`src/rtl/sync_pkg.sv`:
```
// Shared definitions for clock-domain-crossing receivers.
// Latency: none; this file holds only constants and types.
// Backpressure: not applicable.
package sync_pkg;

  localparam int MODE_4PH = 0;  // level request / level acknowledge
  localparam int MODE_2PH = 1;  // toggle request / toggle acknowledge

  typedef enum logic {
    IDLE     = 1'b0,
    WAIT_LOW = 1'b1
  } state_t;

endpackage

```
`src/rtl/hs_sync_rx_if.sv`:
```
// Foreign-side handshake plus local valid/ready output bus of the sync receiver.
// Latency: none; this is wiring only.
// Backpressure: out_ready throttles the buffer, and a full buffer withholds ack.
// Ports: req_async/data_async/ack face the sender; out_* and level face local logic.
interface hs_sync_rx_if #(
  parameter int WIDTH = 8,
  parameter int DEPTH = 4
);

  logic                   req_async;
  logic [WIDTH-1:0]       data_async;
  logic                   ack;
  logic                   out_valid;
  logic [WIDTH-1:0]       out_data;
  logic                   out_ready;
  logic [$clog2(DEPTH):0] level;

  modport slave (
    input  req_async, data_async, out_ready,
    output ack, out_valid, out_data, level
  );

  modport master (
    output req_async, data_async, out_ready,
    input  ack, out_valid, out_data, level
  );

endinterface

```
`src/rtl/sync_ff.sv`:
```
// Single-bit multi-flop synchroniser chain for asynchronous inputs.
// Latency: STAGES clk edges from d to q.
// Backpressure: none; it samples every edge.
// Ports: clk, rst (sync, active-high, clears the chain), d (async in), q (synchronised out).
module sync_ff #(
  parameter int STAGES = 2
) (
  input  logic clk,
  input  logic rst,
  input  logic d,
  output logic q
);

  logic [STAGES-1:0] chain_q;

  always_ff @(posedge clk) begin
    if (rst) begin
      chain_q <= '0;
    end else begin
      chain_q <= {chain_q[STAGES-2:0], d};
    end
  end

  assign q = chain_q[STAGES-1];

endmodule

```
`src/rtl/hs_sync_rx.sv`:
```
// Destination side of a req/ack bus synchroniser feeding a small FWFT buffer.
// Latency: word is visible STAGES+1 edges after req_async changes; ack updates on the same edge.
// Backpressure: a full buffer or en=0 withholds ack; out_ready pops the head.
// Ports: clk, rst (sync, active-high), en (capture enable), bus (hs_sync_rx_if.slave).
module hs_sync_rx
  import sync_pkg::*;
#(
  parameter int WIDTH  = 8,
  parameter int STAGES = 2,
  parameter int DEPTH  = 4,
  parameter int MODE   = MODE_4PH
) (
  input  logic         clk,
  input  logic         rst,
  input  logic         en,
  hs_sync_rx_if.slave  bus
);

  localparam int AW = $clog2(DEPTH);
  localparam int LW = AW + 1;

  logic             req_s;
  state_t           state_q, state_d;
  logic             ack_q, ack_d;
  logic [WIDTH-1:0] mem [DEPTH];
  logic [AW-1:0]    wr_ptr_q, rd_ptr_q;
  logic [LW-1:0]    level_q;
  logic             full, pending, capture, push, pop;

  sync_ff #(.STAGES(STAGES)) u_req_sync (
    .clk (clk),
    .rst (rst),
    .d   (bus.req_async),
    .q   (req_s)
  );

  // Full is judged on the registered level, so a pop on this edge only frees
  // the slot for the following edge.
  assign full    = (level_q == LW'(DEPTH));
  assign pop     = (level_q != '0) && bus.out_ready;
  assign capture = en && !full && pending;

  always_comb begin
    state_d = state_q;
    ack_d   = ack_q;
    push    = 1'b0;
    // Toggle mode: a request is outstanding whenever req_s and ack disagree.
    // Level mode: only a fresh high request seen from IDLE is outstanding.
    pending = (MODE == MODE_2PH) ? (req_s ^ ack_q) : ((state_q == IDLE) && req_s);

    if (MODE == MODE_2PH) begin
      if (capture) begin
        push  = 1'b1;
        ack_d = req_s;
      end
    end else begin
      case (state_q)
        IDLE: begin
          if (capture) begin
            push    = 1'b1;
            ack_d   = 1'b1;
            state_d = WAIT_LOW;
          end
        end
        WAIT_LOW: begin
          if (!req_s && en) begin
            ack_d   = 1'b0;
            state_d = IDLE;
          end
        end
        default: state_d = IDLE;
      endcase
    end
  end

  always_ff @(posedge clk) begin
    if (rst) begin
      state_q  <= IDLE;
      ack_q    <= 1'b0;
      wr_ptr_q <= '0;
      rd_ptr_q <= '0;
      level_q  <= '0;
    end else begin
      state_q <= state_d;
      ack_q   <= ack_d;
      if (push) wr_ptr_q <= wr_ptr_q + AW'(1);
      if (pop)  rd_ptr_q <= rd_ptr_q + AW'(1);
      level_q <= level_q + LW'(push) - LW'(pop);
    end
  end

  // data_async is held stable by the sender until it sees our ack, so it is
  // written directly without synchronisation.
  always_ff @(posedge clk) begin
    if (push) mem[wr_ptr_q] <= bus.data_async;
  end

  assign bus.ack       = ack_q;
  assign bus.out_valid = (level_q != '0);
  assign bus.out_data  = mem[rd_ptr_q];
  assign bus.level     = level_q;

endmodule
```
`src/flat_wrapper.sv`:
```
// flat-port wrapper written by rule: the top's interface ports become plain ports
module hs_sync_rx_flat import sync_pkg::*;
#(
  parameter int WIDTH  = 8,
  parameter int STAGES = 2,
  parameter int DEPTH  = 4,
  parameter int MODE   = MODE_4PH
)
  (clk, rst, en, bus_req_async, bus_data_async, bus_out_ready, bus_ack, bus_out_valid, bus_out_data, bus_level);
  hs_sync_rx_if #(.WIDTH(WIDTH), .DEPTH(DEPTH)) bus_i ();
  input  logic clk;
  input  logic rst;
  input  logic en;
  input wire logic [$bits(bus_i.req_async)-1:0] bus_req_async;
  input wire logic [$bits(bus_i.data_async)-1:0] bus_data_async;
  input wire logic [$bits(bus_i.out_ready)-1:0] bus_out_ready;
  output wire logic [$bits(bus_i.ack)-1:0] bus_ack;
  output wire logic [$bits(bus_i.out_valid)-1:0] bus_out_valid;
  output wire logic [$bits(bus_i.out_data)-1:0] bus_out_data;
  output wire logic [$bits(bus_i.level)-1:0] bus_level;
  assign bus_i.req_async = bus_req_async;
  assign bus_i.data_async = bus_data_async;
  assign bus_i.out_ready = bus_out_ready;
  assign bus_ack = bus_i.ack;
  assign bus_out_valid = bus_i.out_valid;
  assign bus_out_data = bus_i.out_data;
  assign bus_level = bus_i.level;
  hs_sync_rx #(.WIDTH(WIDTH), .STAGES(STAGES), .DEPTH(DEPTH), .MODE(MODE)) u_core (.clk(clk), .rst(rst), .en(en), .bus(bus_i));
endmodule
```
`config.mk`:
```
export PLATFORM = sky130hd
export DESIGN_NAME = hs_sync_rx_flat
export DESIGN_NICKNAME = d
export VERILOG_FILES = /design/src/rtl/sync_pkg.sv /design/src/rtl/hs_sync_rx_if.sv /design/src/rtl/sync_ff.sv /design/src/rtl/hs_sync_rx.sv /design/src/flat_wrapper.sv
export SDC_FILE = /design/constraint.sdc
export NUM_CORES = 1
export LEC_CHECK = 0
export ABC_AREA = 1
export ABC_CLOCK_PERIOD_IN_PS = 1700
export CELL_PAD_IN_SITES_DETAIL_PLACEMENT = 0
export CELL_PAD_IN_SITES_GLOBAL_PLACEMENT = 1
export CORE_UTILIZATION = 40
export CTS_BUF_LIST = sky130_fd_sc_hd__clkbuf_4
export CTS_CLUSTER_SIZE = 28
export DETAILED_ROUTE_END_ITERATION = 16
export PLACE_DENSITY_LB_ADDON = 0.1
export SLEW_MARGIN = 10
export SYNTH_ARGS = -nofsm -noshare
export SYNTH_HDL_FRONTEND = slang
export SYNTH_SLANG_ARGS = --single-unit
```
`constraint.sdc`:
```
create_clock -name clk -period 1.7 [get_ports clk]
set_input_delay 0.34 -clock clk [delete_from_list [all_inputs] [get_ports clk]]
set_output_delay 0.34 -clock clk [all_outputs]
set_load 0.05 [all_outputs]
```
## Word-level counts from Yosys, hierarchy flattened

Memory sizes are Yosys's and may differ from the RTL's. A register that Yosys moved wholly into a read port is not among the register bits.
Cells that the tools add are included.
Widths: inputs -> output; s select.

| word-level totals | value |
|---|---|
| flip-flop bits (word level) | 11 |
| bits in writable memories | 32 |
| input port bits | 13 |
| output and inout port bits | 13 |
| logic and storage cells | 35 |
| memories kept | 1 |

| operators by class | value |
|---|---|
| add/sub/neg operators | 4 |
| equal/unequal tests | 3 |
| muxes and demuxes | 11 |
| bitwise logic cells | 1 |
| reduce and logical (&&, ||, !) cells | 9 |

Memory list:

| memory | words | bits a word | rd ports | clocked after Yosys merged registers in | write ports | line | source |
|---|---|---|---|---|---|---|---|
| u_core.mem | 4 | 8 | 1 | 1 | 1 | hs_sync_rx.sv:25 | `logic [WIDTH-1:0] mem [DEPTH];` |

Operators with widths:

| kind | count |
|---|---|
| $mux 1 | 7 |
| $logic_and 1x1->1 | 5 |
| $add 2x1->2 const B | 2 |
| $mux 2 | 2 |
| $pmux 1 s2 | 2 |
| $add 3x1->3 | 1 |
| $eq 3x3->1 const B | 1 |
| $reduce_bool 3->1 | 1 |
| $sub 3x1->3 | 1 |
| $logic_not 1->1 | 2 |
| $ne 2x1->1 const B | 1 |
| $ne 2x2->1 const B | 1 |
| $reduce_and 2->1 | 1 |
| $not 1->1 | 1 |

## Logic depth before layout (Yosys ltp)

Gate-level depths: netlist of run 1.

| logic depth | value |
|---|---|
| depth in word-level cells | 8 |
| depth in mapped cells | 12 |
| depth with buffers taken out | 12 |

## Cells and area by module

Synthesis of run 1 repeated with hierarchy kept, for this count alone.

| second synthesis, totals | value |
|---|---|
| cells, all modules | 163 |
| area total of the unflattened synthesis | 1834.3 µm² |

By module, submodules not included:

| module | times used | cells an instance | area each (µm²) | sequential area each (µm²) |
|---|---|---|---|---|
| hs_sync_rx | 1 | 157 | 1779.2 | 1181.1 |
| sync_ff | 1 | 6 | 55.1 | 40.0 |

## Least setup slack after synthesis of run 1

OpenSTA, ideal clock, no wires.

| path | value |
|---|---|
| path kind | register to register |
| start point | register u_core.level_q[1], in the netlist u_core.bus.level[1] |
| end point | register u_core.level_q[1], in the netlist u_core.bus.level[1] |
| library setup time | 123 ps |
| arrival time | 2193 ps |
| required time | 1577 ps |
| setup slack | -616 ps |
| stages on the path, launching flop included | 11 |
| path buffers | 0 |
| period minus slack after synthesis | 2316 ps |
| cell sequence | dfxtp_1 -> nor2_4 -> nand2_2 -> nand2_1 -> inv_1 -> ha_1 -> inv_1 -> ha_1 -> inv_1 -> fa_1 -> nor2_1 |

| on the way | value |
|---|---|
| elaborated cells between the ends (all ways) | 10 |
| classes of those cells | add/sub (2); eq/ne (1); mux (2); reduce/logical (5) |

RTL lines:

| element | line | source |
|---|---|---|
| start, declared | hs_sync_rx.sv:27 | `logic [LW-1:0] level_q;` |
| start signal, assigned | hs_sync_rx.sv:88 | `level_q <= level_q + LW'(push) - LW'(pop);` |
| $reduce_bool 3->1 | - |  |
| via bus_out_valid | flat_wrapper.sv:18 | `output wire logic [$bits(bus_i.out_valid)-1:0] bus_out_valid;` |
| $logic_and 1x1->1 | hs_sync_rx.sv:40 | `assign pop = (level_q != '0) && bus.out_ready;` |
| via u_core.pop | hs_sync_rx.sv:28 | `logic full, pending, capture, push, pop;` |
| $sub 3x1->3 | hs_sync_rx.sv:88 |  |

The timed path passes the listed nets, and every way through them passes these cells.
A chain may end at the register's enable or synchronous reset.

## Worst setup path after layout of run 1

| path | value |
|---|---|
| start point | register u_core.level_q[1], in the netlist u_core.bus.level[1] |
| end point | register u_core.level_q[1], in the netlist u_core.bus.level[1] |

| on the way | value |
|---|---|
| elaborated cells between the ends (all ways) | 10 |
| classes of those cells | add/sub (2); eq/ne (1); mux (2); reduce/logical (5) |

RTL lines:

| element | line |
|---|---|
| $reduce_bool 3->1 | hs_sync_rx.sv:40 |
| $logic_and 1x1->1 | hs_sync_rx.sv:40 |
| via u_core.pop | hs_sync_rx.sv:28 |
| $sub 3x1->3 | hs_sync_rx.sv:88 |

The timed path passes the listed nets, and every way through them passes these cells.

==> results of run 1 <==
==> worst max-delay path: stages, from the launching register on <==
cell     delay (ns)
dfxtp_4        0.37
nor2_4         0.13
nand2_4        0.07
nand2_4        0.07
inv_4          0.04
ha_4           0.20
inv_2          0.06
ha_4           0.11
inv_2          0.03
fa_2           0.50
nor2_1         0.04
==> layer usage <==
| metal | up-vias | global-route usage, % |
|---|---|---|
| li1 | 649 | - |
| met1 | 602 | 18.8 |
| met2 | 28 | 29.9 |
| met3 | 8 | 3.75 |
| met4 | 0 | 8.89 |
| met5 | - | 0 |
==> flip-flops by register name, indices dropped and copies added, names as in the netlist, named ones only <==
name,count
u_core.state_q,1
u_core.bus.ack,1
u_core.u_req_sync.chain_q,2
u_core.mem,32
u_core.wr_ptr_q,2
u_core.bus.level,3
u_core.rd_ptr_q,2
==> power groups by stage <==
stage / sequential, mW / combinational (mW) / clock (mW)
after floorplan: 1.45 / 0.925 / 0
after global placement: 1.36 / 1.46 / 0
after detailed placement: 1.36 / 1.50 / 0
after CTS: 1.35 / 1.67 / 0.496
after global routing: 1.38 / 1.89 / 0.539
final: 1.36 / 1.73 / 0.480
==> cell families (layout without fill, tap and decap cells) <==
kind of cell	Yosys count	after routing
AND/OR/NAND/NOR	56	56
flip-flops	45	45
AO/OA/AOI/OAI	30	30
buffers and inverters	27	77
adder cells (fa/ha/maj)	7	7
==> Yosys cell counts <==
library cell	number	area share [%]
a21oi_1	5	1.4
buf_6	2	1.2
clkbuf_1	1	0.20
dfxtp_1	13	14
edfxtp_1	32	52
fa_1	1	1.1
ha_1	6	4.1
inv_1	23	4.7
inv_2	1	0.20
nand2_1	16	3.3
nand2_2	3	1.0
nand3_1	4	1.1
nor2_1	31	6.3
nor2_4	2	1.2
o21ai_0	13	3.5
o21ai_1	1	0.27
o21ai_2	3	1.4
o22ai_1	8	2.7
==> path summary, 6_finish.rpt <==
kind	slack, ns	depth (start not counted)	endpoint	from
max	-0.007	10	u_core.bus.level[1]	u_core.bus.level[1]
min	0.42	2	u_core.u_req_sync.chain_q[1]	u_core.u_req_sync.chain_q[0]
max reg2reg	-0.007	10	u_core.bus.level[1]	u_core.bus.level[1]
min reg2reg	0.42	2	u_core.u_req_sync.chain_q[1]	u_core.u_req_sync.chain_q[0]
==> layout make-up <==
class	count	area, sq um	area share (%)
repair buffers	46	432	17.2
clock buffers	6	45.0	1.79
clock inverters	1	3.75	0.149
multi-input cells	93	628	25.0
inverters	24	103	4.08
well taps	52	65.1	2.59
flip-flops and latches	45	1240	49.3
==> metrics by stage <==
stage               cell area, sq um  util [%]
floorplan                       1940         -
global placement                2310      52.7
detailed placement              2310      52.7
CTS                             2450      55.9
global route                    2520      57.4
finish                          2520      57.4
==> timing repair <==
item                                    CTS  global route
pin swaps                                 6            11
gates resized for setup                  18            26
setup buffers                             8             0
endpoints found under the setup margin   10            13
==> results.json, run 1 <==
{
  "status": "finished, violations left",
  "failed_checks": "negative setup slack",
  "power.switching_mw": 1.42,
  "synth_mux_area_share_pct": 0,
  "clock_path_buffers": 2,
  "dp_cells": 253,
  "antenna_found_initial": 0,
  "gr-total-overflow": 0,
  "most-common-layout-cells": "edfxtp_1 (32), nor2_1 (30), buf_4 (23), inv_1 (18), nand2_1 (13)",
  "fin_crit_sh_pct": 100,
  "p_sw_share_pct": 39.8,
  "setup_viol": 1,
  "grt.total_usage_pct": 16.9,
  "stdcell_count": 267,
  "wl_met1_um": 1400,
  "p_clk_share_pct": 13.4,
  "drv_slew": 0,
  "core_sq_um": 4380,
  "rsz0062_at_grt": "true",
  "clock-root-buffer": "clkbuf_4",
  "gp_congestion": 0.749,
  "wl_um": 3580,
  "fin_hold_ws_ns": 0.419,
  "wl_met2_um": 1970,
  "timing.final.ws_setup_ns": -0.00712,
  "relSlewSlack_pct": 83.8,
  "cp_data_required_time_ns": 1.95,
  "port_buffers": 25,
  "finClkSkew_ns": 0.00821,
  "ctsHoldBuffers": 0,
  "clkTransAtPathRegs_ns": 0.12,
  "worstSetupEndpointType": "flop",
  "grt_pass1_vias": 1396,
  "synthAdderAreaFrac_pct": 5.16,
  "synthSimpleGateAreaFrac_pct": 12.9,
  "dpl.hpwl_um": 2550,
  "drc": 0,
  "synth-seq-area-share_pct": 66.3,
  "power_frac_seq_pct": 38.1,
  "antennaDiodeCount": 0,
  "drt_pre_antenna_iters": 4,
  "drive_gt1_share_pct": 37.7,
  "drt-initial-drc-count": 94,
  "fmax_mhz": 586,
  "cts_made_buffers": 5,
  "synth_warnings": 0,
  "dp_slack_ns": -0.364,
  "final_common_cell": "edfxtp_1",
  "power_frac_comb_pct": 48.5,
  "synth_area_per_cell_sq_um": 11.2,
  "path_class": "flop to flop",
  "numClockSinks": 45,
  "nNetsFinal": 235,
  "synth_top_family_by_area": "simple AND/OR/NAND/NOR gates",
  "tightest_slew_ns": 0.240,
  "n_fill_cell": 364,
  "synth_xor_area_share_pct": 0,
  "die_h_um": 69.9,
  "hold_class": "flop to flop",
  "routedWlPerCell_um": 13.4,
  "finalPower_mw": 3.58,
  "period_needed_ns": 1.71,
  "synth_seq_cells": 45,
  "cp.arrival_ns": 1.96,
  "vias": 1287,
  "initial_utilization_pct": 42.0,
  "fp.dieArea_sq_um": 4880,
  "drv_cap": 0,
  "syn_area_sq_um": 1840,
  "hold_violations": 0,
  "ir_drop_v": 0.00143,
  "synthToLayoutAreaGrowth_pct": 36.6,
  "rows": 24,
  "grt_start_max_net_pins": 17,
  "tritoncts": "yes",
  "start_kind": "flop",
  "fp.dieW_um": 69.9,
  "cp_max_fo": 2,
  "finalSetupTns_ns": -0.00712,
  "syn_nets": 185,
  "grt_pass1_wl_um": 6350,
  "p_int_mw": 2.15,
  "viasPerCell": 4.82,
  "power_density_nw_per_um2": 1420,
  "ant_nets": 0,
  "syn-instance-count": 165,
  "clk_latency_ns": 0.34,
  "dr_wl_met3_um": 132,
  "maxUsedRoutingLayer": "met4",
  "h-tree-depth": 2,
  "synth_cell_types": 18,
  "io_pins": 26,
  "synth_compound_area_share_pct": 9.31,
  "leakage_nw": 0.975
}
Note: power is estimated with default switching activity, not from simulation.
==> inputs of run 2 (changes only) <==
--- a/config.mk
+++ b/config.mk
@@ -5,11 +5,11 @@
 export SDC_FILE = /design/constraint.sdc
 export NUM_CORES = 1
 export LEC_CHECK = 0
-export ABC_AREA = 1
 export ABC_CLOCK_PERIOD_IN_PS = 1700
+export CAP_MARGIN = 20
 export CELL_PAD_IN_SITES_DETAIL_PLACEMENT = 0
 export CELL_PAD_IN_SITES_GLOBAL_PLACEMENT = 1
-export CORE_UTILIZATION = 40
+export CORE_UTILIZATION = 42
 export CTS_BUF_LIST = sky130_fd_sc_hd__clkbuf_4
 export CTS_CLUSTER_SIZE = 28
 export DETAILED_ROUTE_END_ITERATION = 16
==> results.json, run 2 <==
{
  "tightest_slew_ns": 0.422,
  "clock_path_buffers": 2,
  "fp.dieArea_sq_um": 4410,
  "grt_pass1_vias": 941,
  "synth-seq-area-share_pct": 70.0,
  "grt.total_usage_pct": 13.8,
  "gr-total-overflow": 0,
  "numClockSinks": 45,
  "drive_gt1_share_pct": 34.5,
  "max_stage_delay_ns": 0.36,
  "dp_slack_ns": -0.603,
  "yosys.area.top_type": "edfxtp_1",
  "crit_path_end": "u_core.bus.level[2]",
  "yosys.area.top_type_share_pct": 55.1,
  "cp.arrival_ns": 2.22,
  "worst-path-buf-inv": 2,
  "fmax_mhz": 512,
  "syn-instance-count": 104,
  "stdcell_count": 198,
  "dpl.hpwl_um": 1770,
  "syn_nets": 124,
  "reg2reg_slack_ns": -0.25,
  "tritoncts": "yes",
  "leakage_nw": 0.836,
  "cp_data_required_time_ns": 1.97,
  "regMostFlops": "u_core.mem",
  "viasPerCell": 4.72,
  "crit_start": "u_core.bus.level[2]",
  "drv_cap": 0,
  "h-tree-depth": 2,
  "drt_pre_antenna_iters": 4,
  "rows": 23,
  "failed_checks": "negative setup slack",
  "routedWlPerCell_um": 13.0,
  "gp_congestion": 0.683,
  "period_needed_ns": 1.95,
  "finalSetupTns_ns": -1.61,
  "fp.dieW_um": 66.4,
  "synth_enable_flop_cells": 32,
  "setup_viol": 11,
  "synth.most_common_cell": "edfxtp_1",
  "fin_crit_sh_pct": 115,
  "finClkSkew_ns": 0.00243,
  "largest_register_ffs": 32,
  "grt_start_max_net_pins": 14,
  "worstPathCellList": "o31a_1 -> ha_1 -> inv_1 -> ha_1 -> inv_1 -> fa_2 -> xor2_1 -> and2_1 -> nor3_1",
  "cts_made_buffers": 5,
  "relSlewSlack_pct": 71.8,
  "status": "finished, violations left",
  "synth_commonest_cells": "edfxtp_1 (32), dfxtp_1 (13), mux4_2 (8), nor2_1 (8)",
  "drc": 0,
  "die_h_um": 66.4,
  "syn_area_sq_um": 1740,
  "finalPower_mw": 3.21,
  "synthToLayoutAreaGrowth_pct": 31.1,
  "grt_pass1_wl_um": 4200,
  "synth_seq_cells": 45,
  "final_common_cell": "edfxtp_1",
  "clkTransAtPathRegs_ns": 0.11,
  "cp_slowest_cell": "dfxtp_4",
  "ant_nets": 0,
  "rr_worst_depth": 9,
  "rsz0062_at_grt": "true",
  "ctsHoldBuffers": 0,
  "wl_um": 2580,
  "reg2reg_from": "u_core.bus.level[2]",
  "most-common-layout-cells": "edfxtp_1 (32), buf_4 (13), clkdlybuf4s50_1 (12), dfxtp_1 (9), buf_6 (9)",
  "clock-root-buffer": "clkbuf_4",
  "nNetsFinal": 167,
  "core_sq_um": 4000,
  "synth_area_per_cell_sq_um": 16.8,
  "dp_cells": 188,
  "timing.rr.end": "u_core.bus.level[2]",
  "timing.final.ws_setup_ns": -0.253,
  "drt-initial-drc-count": 47,
  "synth_cell_types": 27,
  "clk_latency_ns": 0.34,
  "hold_class": "flop to flop",
  "port_buffers": 25,
  "power_density_nw_per_um2": 1400,
  "drv_slew": 0,
  "ir_drop_v": 0.00128,
  "hold_violations": 0,
  "synthArstFlopShare_pct": 0,
  "antennaDiodeCount": 0,
  "initial_utilization_pct": 43.6,
  "start_kind": "flop",
  "worstSetupEndpointType": "flop",
  "vias": 935,
  "antenna_found_initial": 0,
  "path_class": "flop to flop",
  "cp.depth": 9,
  "synth_top_flop_cell": "edfxtp_1",
  "io_pins": 26,
  "synth_warnings": 0,
  "cp_max_fo": 2,
  "crit_family": "adder cells",
  "synth_area_leaders": "edfxtp_1 (55%), dfxtp_1 (15%), mux4_2 (10%)"
}
[run 2: cells by family after synthesis]
group,synth area share [%]
simple gates,6.82
fa+ha+maj,5.45
mux,11.5
compound gates,2.37
xor+xnor,1.51
flops,70.0
buf+inv,2.29
[run 2: cell type report]
type                       count  area (sq um)
clock buffer                   6          45.0
clock inverter                 2          10.0
fill                         317          1710
inverter                       7          27.5
multi-input combinational     49           490
sequential                    45          1230
tap                           50          62.6
timing repair buffer          39           419
[run 2: through the flow]
| stage | area (sq um) | util, % | hold slack (ns) |
|---|---|---|---|
| CTS | 2280 | 57.0 | 0.459 |
| finish | 2290 | 57.1 | 0.452 |
| detailed placement | 2180 | 54.4 | 0.433 |
| global route | 2290 | 57.1 | 0.483 |
| floorplan | 1760 | - | 0.414 |
| global placement | 2180 | 54.4 | 0.421 |
[run 2: worst min path at each step]
stage / from / to / slack, ns / depth (start not counted)
after global placement: u_core.u_req_sync.chain_q[0] / u_core.u_req_sync.chain_q[1] / 0.42 / 1
after global routing: u_core.u_req_sync.chain_q[0] / u_core.u_req_sync.chain_q[1] / 0.48 / 1
after detailed placement: u_core.u_req_sync.chain_q[0] / u_core.u_req_sync.chain_q[1] / 0.43 / 1
after CTS: u_core.u_req_sync.chain_q[0] / u_core.u_req_sync.chain_q[1] / 0.46 / 1
final: u_core.u_req_sync.chain_q[0] / u_core.u_req_sync.chain_q[1] / 0.45 / 1
after floorplan: u_core.u_req_sync.chain_q[0] / u_core.u_req_sync.chain_q[1] / 0.41 / 1
[run 2: metal layers]
metal / part of all wire, % / wire [um] / up-vias / track usage, %
met5: 0 / 0 / - / 0
met4: 1.4 / 35 / 0 / 7.18
met3: 4.4 / 113 / 4 / 4.66
met2: 53 / 1370 / 23 / 23.5
met1: 41 / 1060 / 442 / 15.0
li1: - / - / 466 / -
[run 2: repair_timing]
item                                    4_1_cts  5_1_grt
endpoints found under the setup margin       11       19
resized for setup                            10        2
buffers inserted                              2        0
pin swaps                                     1        0
[run 2: report_power, final]
group	leakage (nW)	internal [mW]	total (mW)	switching (mW)
combinational	0.404	0.624	1.40	0.776
clock	0.0354	0.174	0.483	0.309
sequential	0.397	1.27	1.33	0.0551
total	0.836	2.07	3.21	1.14
==> inputs of run 3 (changes only) <==
--- a/config.mk
+++ b/config.mk
@@ -6,7 +6,6 @@
 export NUM_CORES = 1
 export LEC_CHECK = 0
 export ABC_CLOCK_PERIOD_IN_PS = 1700
-export CAP_MARGIN = 20
 export CELL_PAD_IN_SITES_DETAIL_PLACEMENT = 0
 export CELL_PAD_IN_SITES_GLOBAL_PLACEMENT = 1
 export CORE_UTILIZATION = 42
==> results of run 3 <==
No change in the layout: final DEF, timing and power equal those of run 2.
